===== src/rtl/rom_mc_scan.sv =====
// rom_mc_scan: multi-channel read-only memory sharing a single read port.
// Requesters are served round-robin, one read per cycle, with a fixed-latency
// response pulse. A built-in scan sums every word for boot-time integrity checks.
module rom_mc_scan #(
  parameter int    WIDTH     = 16,
  parameter int    DEPTH     = 1024,
  parameter int    NUM_CH    = 2,
  parameter int    OUT_REG   = 1,
  parameter string INIT_FILE = "",
  localparam int   AW        = (DEPTH > 1) ? $clog2(DEPTH) : 1,
  localparam int   SW        = WIDTH + AW
) (
  input  logic                    clk,
  input  logic                    rst_n,
  input  logic [NUM_CH-1:0]       req_valid,
  input  logic [NUM_CH*AW-1:0]    req_addr,
  output logic [NUM_CH-1:0]       req_ready,
  output logic [NUM_CH-1:0]       rsp_valid,
  output logic [NUM_CH*WIDTH-1:0] rsp_data,
  output logic [NUM_CH-1:0]       rsp_err,
  input  logic                    scan_start,
  output logic                    scan_busy,
  output logic                    scan_done,
  output logic [SW-1:0]           scan_sum
);

  localparam int          PW       = (NUM_CH > 1) ? $clog2(NUM_CH) : 1;
  localparam int          LAT      = 1 + OUT_REG;
  localparam logic [AW:0] LP_DEPTH = (AW+1)'(DEPTH);
  // Last SCAN cycle: the final word has been accumulated one cycle earlier.
  localparam logic [AW:0] LP_LAST  = (AW+1)'(DEPTH + LAT - 1);

  typedef enum logic [1:0] {
    ST_IDLE = 2'd0,
    ST_SCAN = 2'd1,
    ST_DONE = 2'd2
  } state_t;

  state_t             r_state;
  state_t             w_state_next;
  logic [PW-1:0]      r_ptr;
  logic [AW:0]        r_scan_cnt;
  logic [SW-1:0]      r_scan_sum;
  logic [NUM_CH-1:0]  r_rsp_valid;
  logic [NUM_CH-1:0]  r_rsp_err;
  logic [NUM_CH*WIDTH-1:0] r_rsp_data;

  logic               w_scan_accept;
  logic               w_arb_en;
  logic               w_grant_found;
  logic [PW-1:0]      w_grant_ch;

  logic               w_iss_valid;
  logic               w_iss_scan;
  logic [PW-1:0]      w_iss_ch;
  logic [AW-1:0]      w_iss_addr;
  logic               w_iss_err;
  logic [AW-1:0]      w_rd_addr;
  logic [WIDTH-1:0]   w_rom_word;
  logic [WIDTH-1:0]   w_iss_data;

  logic               w_fin_valid;
  logic               w_fin_scan;
  logic [PW-1:0]      w_fin_ch;
  logic               w_fin_err;
  logic [WIDTH-1:0]   w_fin_data;

  // Channel index base+off, wrapped into 0..NUM_CH-1.
  function automatic logic [PW-1:0] f_wrap(input logic [PW-1:0] base, input int off);
    int sum;
    sum = int'(base) + off;
    if (sum >= NUM_CH) sum = sum - NUM_CH;
    return sum[PW-1:0];
  endfunction

  // A scan request in IDLE takes priority over any pending channel request.
  assign w_scan_accept = (r_state == ST_IDLE) && scan_start;
  assign w_arb_en      = (r_state == ST_IDLE) && !scan_start;

  // Round-robin search from the pointer upward with wrap; at most one grant.
  always_comb begin
    w_grant_found = 1'b0;
    w_grant_ch    = '0;
    req_ready     = '0;
    if (w_arb_en) begin
      for (int k = 0; k < NUM_CH; k++) begin
        if (!w_grant_found && req_valid[f_wrap(r_ptr, k)]) begin
          w_grant_found = 1'b1;
          w_grant_ch    = f_wrap(r_ptr, k);
        end
      end
      if (w_grant_found) req_ready[w_grant_ch] = 1'b1;
    end
  end

  // Pointer moves just past the granted channel; it holds when nothing is granted.
  always_ff @(posedge clk or negedge rst_n) begin
    if (!rst_n) begin
      r_ptr <= '0;
    end else if (w_grant_found) begin
      r_ptr <= f_wrap(w_grant_ch, 1);
    end
  end

  // Select what uses the read port this cycle: the scan walker or the granted channel.
  always_comb begin
    w_iss_valid = 1'b0;
    w_iss_scan  = 1'b0;
    w_iss_ch    = '0;
    w_iss_addr  = '0;
    if ((r_state == ST_SCAN) && (r_scan_cnt < LP_DEPTH)) begin
      w_iss_valid = 1'b1;
      w_iss_scan  = 1'b1;
      w_iss_addr  = r_scan_cnt[AW-1:0];
    end else if (w_grant_found) begin
      w_iss_valid = 1'b1;
      w_iss_ch    = w_grant_ch;
      w_iss_addr  = req_addr[w_grant_ch*AW +: AW];
    end
  end

  // Out-of-range addresses never reach the array; they read back as zero.
  assign w_iss_err  = ({1'b0, w_iss_addr} >= LP_DEPTH);
  assign w_rd_addr  = w_iss_err ? '0 : w_iss_addr;
  assign w_iss_data = w_iss_err ? '0 : w_rom_word;

  assign w_rom_word = WIDTH'(w_rd_addr);

  generate
    if (OUT_REG != 0) begin : g_out_reg
      logic             r_s1_valid;
      logic             r_s1_scan;
      logic [PW-1:0]    r_s1_ch;
      logic             r_s1_err;
      logic [WIDTH-1:0] r_s1_data;

      // Extra pipeline stage carrying the tag, error flag and word together.
      always_ff @(posedge clk or negedge rst_n) begin
        if (!rst_n) begin
          r_s1_valid <= 1'b0;
          r_s1_scan  <= 1'b0;
          r_s1_ch    <= '0;
          r_s1_err   <= 1'b0;
          r_s1_data  <= '0;
        end else begin
          r_s1_valid <= w_iss_valid;
          r_s1_scan  <= w_iss_scan;
          r_s1_ch    <= w_iss_ch;
          r_s1_err   <= w_iss_err;
          r_s1_data  <= w_iss_data;
        end
      end

      assign w_fin_valid = r_s1_valid;
      assign w_fin_scan  = r_s1_scan;
      assign w_fin_ch    = r_s1_ch;
      assign w_fin_err   = r_s1_err;
      assign w_fin_data  = r_s1_data;
    end else begin : g_no_out_reg
      assign w_fin_valid = w_iss_valid;
      assign w_fin_scan  = w_iss_scan;
      assign w_fin_ch    = w_iss_ch;
      assign w_fin_err   = w_iss_err;
      assign w_fin_data  = w_iss_data;
    end
  endgenerate

  // Response registers: one-cycle pulse per channel, data slice held between pulses.
  always_ff @(posedge clk or negedge rst_n) begin
    if (!rst_n) begin
      r_rsp_valid <= '0;
      r_rsp_err   <= '0;
      r_rsp_data  <= '0;
    end else begin
      r_rsp_valid <= '0;
      r_rsp_err   <= '0;
      if (w_fin_valid && !w_fin_scan) begin
        r_rsp_valid[w_fin_ch]                <= 1'b1;
        r_rsp_err[w_fin_ch]                  <= w_fin_err;
        r_rsp_data[w_fin_ch*WIDTH +: WIDTH]  <= w_fin_data;
      end
    end
  end

  // Checksum accumulator: cleared when a scan starts, adds each returning scan word.
  always_ff @(posedge clk or negedge rst_n) begin
    if (!rst_n) begin
      r_scan_sum <= '0;
    end else if (w_scan_accept) begin
      r_scan_sum <= '0;
    end else if (w_fin_valid && w_fin_scan) begin
      r_scan_sum <= r_scan_sum + SW'(w_fin_data);
    end
  end

  // Scan cycle counter doubles as the issue address and the completion timer.
  always_ff @(posedge clk or negedge rst_n) begin
    if (!rst_n) begin
      r_scan_cnt <= '0;
    end else if (w_scan_accept) begin
      r_scan_cnt <= '0;
    end else if (r_state == ST_SCAN) begin
      r_scan_cnt <= r_scan_cnt + 1'b1;
    end
  end

  // Scan FSM state register.
  always_ff @(posedge clk or negedge rst_n) begin
    if (!rst_n) begin
      r_state <= ST_IDLE;
    end else begin
      r_state <= w_state_next;
    end
  end

  // Scan FSM next state: IDLE -> SCAN -> DONE -> IDLE.
  always_comb begin
    w_state_next = r_state;
    case (r_state)
      ST_IDLE: if (scan_start) w_state_next = ST_SCAN;
      ST_SCAN: if (r_scan_cnt == LP_LAST) w_state_next = ST_DONE;
      ST_DONE: w_state_next = ST_IDLE;
      default: w_state_next = ST_IDLE;
    endcase
  end

  assign rsp_valid = r_rsp_valid;
  assign rsp_err   = r_rsp_err;
  assign rsp_data  = r_rsp_data;
  assign scan_sum  = r_scan_sum;
  assign scan_busy = (r_state != ST_IDLE);
  assign scan_done = (r_state == ST_DONE);

endmodule


===== config.mk =====
export PLATFORM = sky130hd
export DESIGN_NAME = rom_mc_scan
export DESIGN_NICKNAME = d
export VERILOG_FILES = /design/src/rtl/rom_mc_scan.sv
export SDC_FILE = /design/constraint.sdc
export NUM_CORES = 1
export LEC_CHECK = 0
export ABC_CLOCK_PERIOD_IN_PS = 6500
export CAP_MARGIN = 15
export CORE_MARGIN = 2
export CORE_UTILIZATION = 50
export CTS_CLUSTER_SIZE = 14
export DETAILED_ROUTE_END_ITERATION = 16
export PLACE_DENSITY = 0.92
export SYNTH_ARGS = -nofsm -noshare
export SYNTH_HDL_FRONTEND = slang
export SYNTH_SLANG_ARGS = --single-unit

===== constraint.sdc =====
create_clock -name clk -period 6.5 [get_ports clk]
set_input_delay 1.3 -clock clk [delete_from_list [all_inputs] [get_ports clk]]
set_output_delay 1.3 -clock clk [all_outputs]
set_load 0.02 [all_outputs]

* Word-level counts from Yosys, hierarchy flattened *
Index checks and enable logic that the tools add are counted.
W data, S select, Z words.

word-level totals
  input port bits = 25
  logic and storage cells = 93
  register bits = 87
  output and inout port bits = 66

operators by class
  $add $sub $neg = 8
  reduce and logical (&&, ||, !) cells = 16
  $lt $le $gt $ge = 10
  multiplexer cells = 40
  shifts and indexed selects = 3
  equal/unequal tests = 5
  $mul = 1

operator list
  kind                        number
  $mux W26                    2
  $neg A5 Y34                 1
  $shift A16 B34 Y32 const A  1
  $shiftx A16 B34 Y32         1
  $bwmux W32                  1
  $add A26 B10 Y26            1
  $mux W1                     25
  $mux W11                    2
  $mux W10                    2
  $shiftx A20 B6 Y10          1
  $add A11 B1 Y11 const B     1
  $eq A11 B11 Y1 const B      1
  $lt A11 B11 Y1 const B      1
  $mux W2                     5
  $logic_and A1 B1 Y1         8
  $lt A1 B2 Y1 const B        4
  $reduce_bool A2 Y1          3
  $add A1 B1 Y2 const B       2
  $ge A2 B2 Y1 const B        2
  $mul A1 B3 Y4 const B       1
  $pmux W2 S2                 1
  $logic_not A1 Y1            3
  $sub A1 B1 Y1 const B       3
  $demux W1 S1                2
  other kinds (8)             9

* Depth between registers and ports, before layout *
Gate-level depths: netlist of the first run.

  depth after elaboration = 17
  gate-level depth with buffers = 8
  depth with buffers taken out = 8

* Worst setup path before layout of the first run *
No wires, ideal clock.

  path kind = input to output
  from = input scan_start
  to = output req_ready[0]
  slack = 3.315 ns
  arrival time = 1.885 ns
  path buffers = 1
  required time = 5.200 ns
  stages on the path = 4
  cells stage by stage = nor2_1 -> nand2_1 -> a21oi_1 -> buf_2

between the ends
  word-level cells in the longest chain between the ends = 3

ends and longest elaborated chain
  element              RTL line  text
  start: declaration   21        input logic scan_start,
  $logic_not A1 Y1     78        assign w_arb_en = (r_state == ST_IDLE) && !scan_start;
  $logic_and A1 B1 Y1  78
  $mux W2              85        if (w_arb_en) begin
  end: declaration     17        output logic [NUM_CH-1:0] req_ready,

No other way between the ends.

* Final worst setup path of the first run *
Same ends and word-level chain as after synthesis.

==> results of run 1 <==
## critical path: stages
cell	delay [ps]
clkdlybuf4s50_1	450
nor2_1	260
nand2_1	110
a21oi_1	620
clkdlybuf4s50_1	740
## worst paths after layout
check                             startpoint                  end  slack, ps  cells past startpoint
worst max-delay path              scan_start         req_ready[0]       1710                      5
worst min-delay path            rsp_data[17]         rsp_data[17]        480                      2
worst max register to register   scan_sum[0]         scan_sum[22]       3900                      8
worst min register to register  rsp_data[17]         rsp_data[17]        480                      2
max in group asynchronous              rst_n  g_out_reg.r_s1_scan       4740                      2
min in group asynchronous              rst_n         scan_sum[22]       1130                      2
## logic make-up (layout without fill, tap and decap cells)
group / Yosys count / count (layout)
fa+ha+maj: 13 / 13
simple gates: 143 / 143
mux: 12 / 12
other cells: 1 / 14
flops: 75 / 75
xor+xnor: 20 / 20
buf+inv: 43 / 110
compound gates: 67 / 67
## per-layer routing
metal,global-route usage,vias up,share of wire
met5,0,-,0
met4,0.137,0,0.043
li1,-,1419,-
met2,0.373,131,0.51
met1,0.257,1456,0.39
met3,0.0384,27,0.056
## metrics by stage
stage | hold slack, ps | util
finish | 479 | 0.652
detailed placement | 462 | 0.623
global route | 512 | 0.652
floorplan | 456 | -
global placement | 461 | 0.623
CTS | 483 | 0.652
## registers in the layout, summed over array words and instances, names as in the netlist
signal	flops
rsp_data	20
r_ptr	1
g_out_reg.r_s1_scan	1
rsp_valid	2
scan_sum	26
g_out_reg.r_s1_ch	1
r_state	2
g_out_reg.r_s1_valid	1
r_scan_cnt	11
g_out_reg.r_s1_data	10
## cells in the final DEF, fill, tap and decap left out, types with 2 or more instances in the layout
cell type        netlist  routed
nand2_1               56      56
nor2b_1                2       2
nor3_1                 6       6
nand3_1               18      18
o21ai_0               19      19
clkinvlp_4             0       2
and4_1                 3       3
nor3b_1                5       5
o211ai_1               2       2
a211oi_1               3       3
a21o_2                 2       2
nor2_1                30      30
conb_1                 1      14
xnor2_1                9       9
o21bai_1               2       2
a222oi_1              10      10
nand3b_1               2       2
mux2_2                10      10
a31oi_1                3       3
ha_1                  12      12
nand4_1                3       3
nor4_1                 2       2
inv_1                 16      16
dfrtp_1               75      75
buf_4                 14       2
xor2_1                11      11
mux2i_1                2       2
and2_1                 4       4
and3_1                 2       2
inv_8                  0       2
clkbuf_8               0       9
nand2b_1               2       2
a21oi_1               17      17
clkinv_4               0       2
clkdlybuf4s50_1        0      75
## cell type report
type                       count  area, µm²
inverter                      16       60.1
fill                         547       2520
timing repair buffer          78        771
sequential                    75       1880
multi-input combinational    269       1690
clock inverter                 7       85.1
tap                           99        124
clock buffer                   9        124
## report_power, final
group / internal, mW / switching (mW) / leakage, nW / total [mW]
sequential: 0.472 / 0.00352 / 0.887 / 0.476
clock: 0.184 / 0.193 / 0.0995 / 0.377
combinational: 0.0255 / 0.0299 / 1.13 / 0.0554
==> metrics.txt, run 1 <==
Post-Syn Area=3740 µm²; I/O Buffers=76; area of the core=7250 µm²; post-synth top area share=0.502; Post-synth ARST share=1.00; clock-pin slew on the worst setup and hold paths=90 ps; CP arrival=3490 ps; Top-Level Pins=91; # diodes=0; CP Class=in2out; DR WL/cell=15.7 µm; Setup TNS=0 ps; Final Non-Filler Cells=553; initial antenna violation count=0; CTS tree=built; die width=90.4 µm; row count=31; synthesized instance count=374; fin crit period=4790 ps; maximum clock path buffer count=2; Final Max Tran Viols=0; # Post-CTS Setup Buffers=0; Root Driver=clkbuf_8; Critical Path RT=5200 ps; DRC viols=0; CP Max Fanout=11; Max Fclk=209 MHz; Leak=2.12 nW; layout cells sized above 1=0.0903; EDFF count, synth=0; period utilization=0.737; Num CTS Buffers=9; crit start category=input pin; Post-Place Cell Area=4520 µm²; Distinct cells, synth=50; Post-Synth XOR/XNOR Area=0.0469; RSZ-0062 raised after global routing=no; top cells by count, synth=75 x dfrtp_1, 56 x nand2_1, 30 x nor2_1; Die Ht=90.4 µm; multiplexer share of the synthesized area=0.0355; # nets final=487; final count of negative-setup-slack endpoints=0; Worst-Margin Slew=921 ps; sequential area share after synthesis=0.502; largest family of logic cells by synthesized area=simple AND/OR/NAND/NOR gates; Synth Area in Compound Gates=0.122; Initial Utilization=0.515; Post-CTS Resized=0; Final GP Congestion=0.878; drt via density=5.48; Total GRT Usage=0.219; first-pass detailed-route iteration total=5; Worst Skew=8.76 ps; Fin. Hold Viols=0; Synth Register Bits=75; dpl hpwl=6.47 mm; HP Class=reg2reg; most frequent cell after synthesis=dfrtp_1; first-pass GRT wire length=14.2 mm; largest area contributor in the synthesized netlist=dfrtp_1; status=completed; Skew-Pair Late Insertion Delay=360 ps; YS warnings=0; vias in the first global route=2992; Non-Filler Cell Area, Final=4730 µm²; placed cells=537; post-route ant nets=0; Primary FF master, synth=dfrtp_1; grt total ovfl=0; CP endpoint kind=primary output; setup ws final=1710 ps; Synth Area in Simple Gates=0.188; Routed Wire Length=8.71 mm; syn avg cell area=9.99 µm²; largest net degree at the start of global routing=76; PD cells=192 nW/µm²; overall power after layout=0.907 mW; H-tree Lvls=3; area added between synthesis and finish=26.6%; Synth area leaders=dfrtp_1 50%, nand2_1 5.6%, ha_1 4.0%, mux2_2 3.0%, nor2_1 3.0%; vias=3033; worst slack, placed=1730 ps; Adder-Cell Fraction of Synth Area=0.0455; Sink Count=75; max-slew headroom at the worst pin=0.386; Die ar.=8180 µm²; worst vdd ir=0.0000897 V; max cap viols=0; CTS Hold Bufs=0; 1st-iter DRT viols=245
No activity file was read; power rests on OpenSTA's default activity.
==> run 2: changes to the inputs <==
==> config.mk (replaced) <==
export PLATFORM = sky130hd
export DESIGN_NAME = rom_mc_scan
export DESIGN_NICKNAME = d
export VERILOG_FILES = /design/src/rtl/rom_mc_scan.sv
export SDC_FILE = /design/constraint.sdc
export NUM_CORES = 1
export LEC_CHECK = 0
export ABC_CLOCK_PERIOD_IN_PS = 4000
export CAP_MARGIN = 15
export CORE_MARGIN = 2
export CORE_UTILIZATION = 45
export CTS_CLUSTER_SIZE = 14
export DETAILED_ROUTE_END_ITERATION = 16
export PLACE_DENSITY = 0.88
export SYNTH_ARGS = -nofsm -noshare
export SYNTH_HDL_FRONTEND = slang
export SYNTH_SLANG_ARGS = --single-unit
==> constraint.sdc (replaced) <==
create_clock -name clk -period 4 [get_ports clk]
set_input_delay 0.8 -clock clk [delete_from_list [all_inputs] [get_ports clk]]
set_output_delay 0.8 -clock clk [all_outputs]
set_load 0.02 [all_outputs]
==> run 2 against run 1 <==
Against the previous run: first-iteration DRC count fell by 31%; highest routed layer unchanged; count of clock-buffer cells in the layout up 1; critical path depth up 1; cell area up 0.13%; routed wire length up 1.8%; clock power grew 43%; largest power group unchanged; sequential power rose by 62%; total power grew 55%; register-to-register slack lost 2500 ps; combinational power increased by 67%; setup slack got worse by 1100 ps; non-clock buffer count up 3; critical path type unchanged.
==> metrics.txt, run 2 (synthesis results as in run 1) <==
post-route ant nets=0 (unchanged); first-pass GRT wire length=14.4 mm (was 14.2 mm); Num CTS Buffers=9 (unchanged); final count of negative-setup-slack endpoints=0 (unchanged); multi-input logic area=1690 µm² (unchanged); PD cells=297 nW/µm² (was 192 nW/µm²); Die ar.=9050 µm² (was 8180 µm²); die width=95.1 µm (was 90.4 µm); vias in the first global route=2965 (was 2992); worst slack, placed=630 ps (was 1730 ps); Fin. Hold Viols=0 (unchanged); # Post-CTS Setup Buffers=0 (unchanged); clock-pin slew on the worst setup and hold paths=80 ps (was 90 ps); Setup TNS=0 ps (unchanged); HP Class=in2async (was reg2reg); CTS tree=built (unchanged); dpl hpwl=6.79 mm (was 6.47 mm); Worst-Margin Slew=828 ps (was 921 ps); CTS Hold Bufs=0 (unchanged); commonest cells after routing, fill and taps aside=75 x dfrtp_1, 75 x clkdlybuf4s50_1, 56 x nand2_1 (unchanged); max-slew headroom at the worst pin=0.448 (was 0.386); grt total ovfl=0 (unchanged); CP arrival=2590 ps (was 3490 ps); area added between synthesis and finish=26.8% (was 26.6%); drt via density=5.36 (was 5.48); Post-CTS Resized=0 (unchanged); maximum clock path buffer count=2 (unchanged); largest net degree at the start of global routing=29 (was 76); CP Class=in2out (unchanged); Leak=2.13 nW (was 2.12 nW); setup ws final=606 ps (was 1710 ps); Initial Utilization=0.459 (was 0.515); row count=33 (was 31); DRC viols=0 (unchanged); Worst Skew=7.53 ps (was 8.76 ps); max cap viols=0 (unchanged); max reg flops=26 (unchanged); Skew-Pair Late Insertion Delay=350 ps (was 360 ps); fin crit period=3390 ps; 1st-iter DRT viols=168 (was 245); first-pass detailed-route iteration total=7 (was 5); vias=3015 (was 3033); Final GP Congestion=0.854 (was 0.878); Fill cells=667 (was 547); Top-Level Pins=91 (unchanged); Total GRT Usage=0.209 (was 0.219); Final Max Tran Viols=0 (unchanged); # diodes=0 (unchanged); H-tree Lvls=3 (unchanged); I/O Buffers=76 (unchanged); RSZ-0062 raised after global routing=no (unchanged); crit start category=input pin (unchanged); Root Driver=clkbuf_8 (unchanged); initial antenna violation count=0 (unchanged); Max Fclk=295 MHz; FF+latch area=1880 µm² (unchanged); layout cells sized above 1=0.0963 (was 0.0903); area of the core=8130 µm² (was 7250 µm²); status=completed (unchanged); period utilization=0.848; Sink Count=75 (unchanged); Die Ht=95.1 µm (was 90.4 µm); worst vdd ir=0.000149 V (was 0.0000897 V); CP endpoint kind=primary output (unchanged); Routed Wire Length=8.87 mm (was 8.71 mm); CP Max Fanout=11 (unchanged); Critical Path RT=3200 ps (was 5200 ps); # nets final=490 (was 487); DR WL/cell=15.8 µm (was 15.7 µm)
## run 2: cell types whose count changed in the layout (fill, tap and decap cells not counted), sizes merged
cell,change
clkinv,+1
buf,+3
clkinvlp,-1
bufinv,-1
clkbuf,+1
## run 2: final cells by class
class                           instances  area share
Inverter                               16      0.0127
Tap cell                              105      0.0277
Clock buffer                           10      0.0291
Multi-Input combinational cell        269       0.357
Sequential cell                        75       0.396
Clock inverter                          6      0.0100
Timing Repair Buffer                   81       0.168
## run 2: worst max-delay path: stages
cell and delay, ps:
clkdlybuf4s50_1 450, nor2_1 260, nand2_1 110, a21oi_1 160, buf_4 200, clkdlybuf4s50_1 610
## run 2: per-stage QoR
| stage | util | cell area [µm²] | hold slack, ps | std cells | power, mW |
|---|---|---|---|---|---|
| 2_1_floorplan | - | 3780 | 456 | 387 | 0.829 |
| 3_3_place_gp | 0.559 | 4550 | 461 | 546 | 0.881 |
| 3_5_place_dp | 0.559 | 4550 | 470 | 546 | 0.882 |
| 4_1_cts | 0.582 | 4740 | 443 | 562 | 1.42 |
| 5_1_grt | 0.582 | 4740 | 478 | 562 | 1.46 |
| 6_report | 0.582 | 4740 | 441 | 562 | 1.41 |
## run 2: layer usage
| layer | track usage | up-vias | routed length (µm) |
|---|---|---|---|
| li1 | - | 1429 | - |
| met1 | 0.262 | 1466 | 3670 |
| met2 | 0.354 | 107 | 4630 |
| met3 | 0.0403 | 13 | 424 |
| met4 | 0.0833 | 0 | 146 |
| met5 | 0 | - | 0 |
## run 2: power breakdown
part           switching (mW)  total (mW)  internal, mW
registers             0.00589       0.773         0.767
logic                  0.0501      0.0924        0.0423
clock network           0.292       0.540         0.247
total                   0.348        1.41          1.06
## run 2: final timing paths
path,from,to,slack [ps],cells after the start
worst max-delay path,scan_start,req_ready[0],610,6
worst min-delay path,rst_n,r_scan_cnt[4],440,1
worst max register to register,g_out_reg.r_s1_data[0],scan_sum[22],1420,8
worst min register to register,rsp_data[21],rsp_data[21],490,2
max in group asynchronous,rst_n,scan_sum[0],2790,2
min in group clk,rsp_data[21],rsp_data[21],490,2
==> run 3: changes to the inputs <==
==> config.mk (replaced) <==
export PLATFORM = sky130hd
export DESIGN_NAME = rom_mc_scan
export DESIGN_NICKNAME = d
export VERILOG_FILES = /design/src/rtl/rom_mc_scan.sv
export SDC_FILE = /design/constraint.sdc
export NUM_CORES = 1
export LEC_CHECK = 0
export ABC_CLOCK_PERIOD_IN_PS = 3300
export CAP_MARGIN = 15
export CORE_MARGIN = 2
export CORE_UTILIZATION = 50
export CTS_CLUSTER_SIZE = 14
export DETAILED_ROUTE_END_ITERATION = 16
export PLACE_DENSITY = 0.92
export SYNTH_ARGS = -nofsm -noshare
export SYNTH_HDL_FRONTEND = slang
export SYNTH_SLANG_ARGS = --single-unit
==> constraint.sdc (replaced) <==
create_clock -name clk -period 3.3 [get_ports clk]
set_input_delay 0.66 -clock clk [delete_from_list [all_inputs] [get_ports clk]]
set_output_delay 0.66 -clock clk [all_outputs]
set_load 0.02 [all_outputs]
==> run 3 against run 2 <==
Against the previous run: cell area up 0.61%; sequential power up 21%; clock power up 42%; worst hold slack worse by 41 ps; setup slack worse by 280 ps; global-route usage up 0.81 points.
==> metrics.txt, run 3 (synthesis results as in run 1) <==
final count of negative-setup-slack endpoints=0 (unchanged); fin util=0.657 (was 0.582); switching part of the total=0.226 (was 0.248); HP Class=in2async (unchanged); CTS tree=built (unchanged); # diodes=0 (unchanged); share of power burned in registers=0.516 (was 0.550); Num CTS Buffers=9 (unchanged); Non-Filler Cell Area, Final=4760 µm² (was 4740 µm²); area added between synthesis and finish=27.5% (was 26.8%); P_int=1.40 mW (was 1.06 mW); largest net degree at the start of global routing=39 (was 29); Critical Path RT=2640 ps (was 3200 ps); CP endpoint kind=primary output (unchanged); die width=90.4 µm (was 95.1 µm); max reg flops=26 (unchanged); fin crit period=2980 ps; # nets final=491 (was 490); # Post-CTS Setup Buffers=0 (unchanged); CTS Hold Bufs=0 (unchanged); status=completed (unchanged); Final Max Tran Viols=0 (unchanged); Top-Level Pins=91 (unchanged); DRC viols=0 (unchanged); Sw Pwr=0.411 mW (was 0.348 mW); Worst Skew=6.69 ps (was 7.53 ps); Die ar.=8180 µm² (was 9050 µm²); Total GRT Usage=0.217 (was 0.209); post-route ant nets=0 (unchanged); crit start category=input pin (unchanged); maximum clock path buffer count=2 (unchanged); first-pass GRT wire length=13.9 mm (was 14.4 mm); Initial Utilization=0.515 (was 0.459); RSZ-0062 raised after global routing=no (unchanged); setup ws final=323 ps (was 606 ps); grt total ovfl=0 (unchanged); CP Max Fanout=3 (was 11); Post-CTS Resized=0 (unchanged); DR WL/cell=15.4 µm (was 15.8 µm); Die Ht=90.4 µm (was 95.1 µm); CP max stage delay=660 ps (was 610 ps); Fin. Hold Viols=0 (unchanged); row count=31 (was 33); Post-Place Cell Area=4550 µm² (unchanged); Root Driver=clkbuf_8 (unchanged); Leak=2.15 nW (was 2.13 nW); Sink Count=75 (unchanged); crit-path cells=clkdlybuf4s50_1, nor2_1, nand2_1, a21oi_1, clkdlybuf4s50_1 (was clkdlybuf4s50_1, nor2_1, nand2_1, a21oi_1, buf_4, clkdlybuf4s50_1); Routed Wire Length=8.54 mm (was 8.87 mm); multi-input logic area=1690 µm² (unchanged); Min Hold Slack=400 ps (was 441 ps); max cap viols=0 (unchanged); area of the core=7250 µm² (was 8130 µm²); worst vdd ir=0.000179 V (was 0.000149 V); Final GP Congestion=0.908 (was 0.854); period utilization=0.902; layout cells sized above 1=0.0963 (unchanged); CP arrival=2320 ps (was 2590 ps); max-slew headroom at the worst pin=0.454 (was 0.448); vias=3046 (was 3015); Skew-Pair Late Insertion Delay=350 ps (about the same); initial antenna violation count=0 (unchanged); CP dominant cell by count=clkdlybuf4s50_1 (unchanged); CP Class=in2out (unchanged); Setup TNS=0 ps (unchanged); worst slack, placed=328 ps (was 630 ps); I/O Buffers=76 (unchanged); Max Fclk=336 MHz; clock network fraction of total power=0.424 (was 0.384); 1st-iter DRT viols=238 (was 168); PD cells=381 nW/µm² (was 297 nW/µm²); vias in the first global route=2954 (was 2965); drt via density=5.48 (was 5.36); Fill cells=578 (was 667); H-tree Lvls=3 (unchanged); slowest CP cell=clkdlybuf4s50_1 (unchanged); clock-pin slew on the worst setup and hold paths=80 ps (about the same); FF+latch area=1880 µm² (unchanged); combinational group share of total power=0.061 (was 0.066); first-pass detailed-route iteration total=5 (was 7); Worst-Margin Slew=819 ps (was 828 ps); commonest cells after routing, fill and taps aside=75 x dfrtp_1, 75 x clkdlybuf4s50_1, 56 x nand2_1 (unchanged); dpl hpwl=6.40 mm (was 6.79 mm)
run 3: worst paths after layout:
path                                       to  slack (ps)  depth (start not counted)    startpoint
worst min register to register   rsp_data[21]         480                          2  rsp_data[21]
max in group asynchronous       r_scan_cnt[2]        2120                          2         rst_n
worst max register to register   scan_sum[24]         750                          8   scan_sum[0]
worst max-delay path             req_ready[0]         320                          5    scan_start
min in group clk                 rsp_data[21]         480                          2  rsp_data[21]
worst min-delay path              scan_sum[9]         400                          1         rst_n
run 3: metal layers:
layer | track usage | vias to the layer above | wire length (µm)
met4 | 0.150 | 0 | 412
met3 | 0.0367 | 31 | 467
li1 | - | 1434 | -
met5 | 0 | - | 0
met1 | 0.266 | 1469 | 3460
met2 | 0.350 | 112 | 4200
run 3: worst max-delay path, delay by kind of cell:
kind,cells,cell delay (ps)
simple gates,2,390
compound gates,1,180
buf+inv,2,1100
run 3: through the flow:
step,power [mW],cells
after global placement,1.06,541
after CTS,1.83,556
final,1.82,556
after global routing,1.87,556
after floorplan,1.00,387
after detailed placement,1.07,541
run 3: power groups by stage:
stage                     Clock [mW]  Sequential [mW]  Combinational, mW
after floorplan                    0            0.968             0.0363
after global placement             0            0.955              0.110
after detailed placement           0            0.955              0.112
after CTS                      0.779            0.937              0.112
after global routing           0.810            0.938              0.119
final                          0.769            0.937              0.110
run 3: cell type report:
cell class | instances | share of cell area
clock buffers | 9 | 0.0260
clock inverters | 6 | 0.0189
inverters | 16 | 0.0126
multi-input cells | 269 | 0.355
flip-flops and latches | 75 | 0.394
well taps | 99 | 0.0260
repair buffers | 82 | 0.168
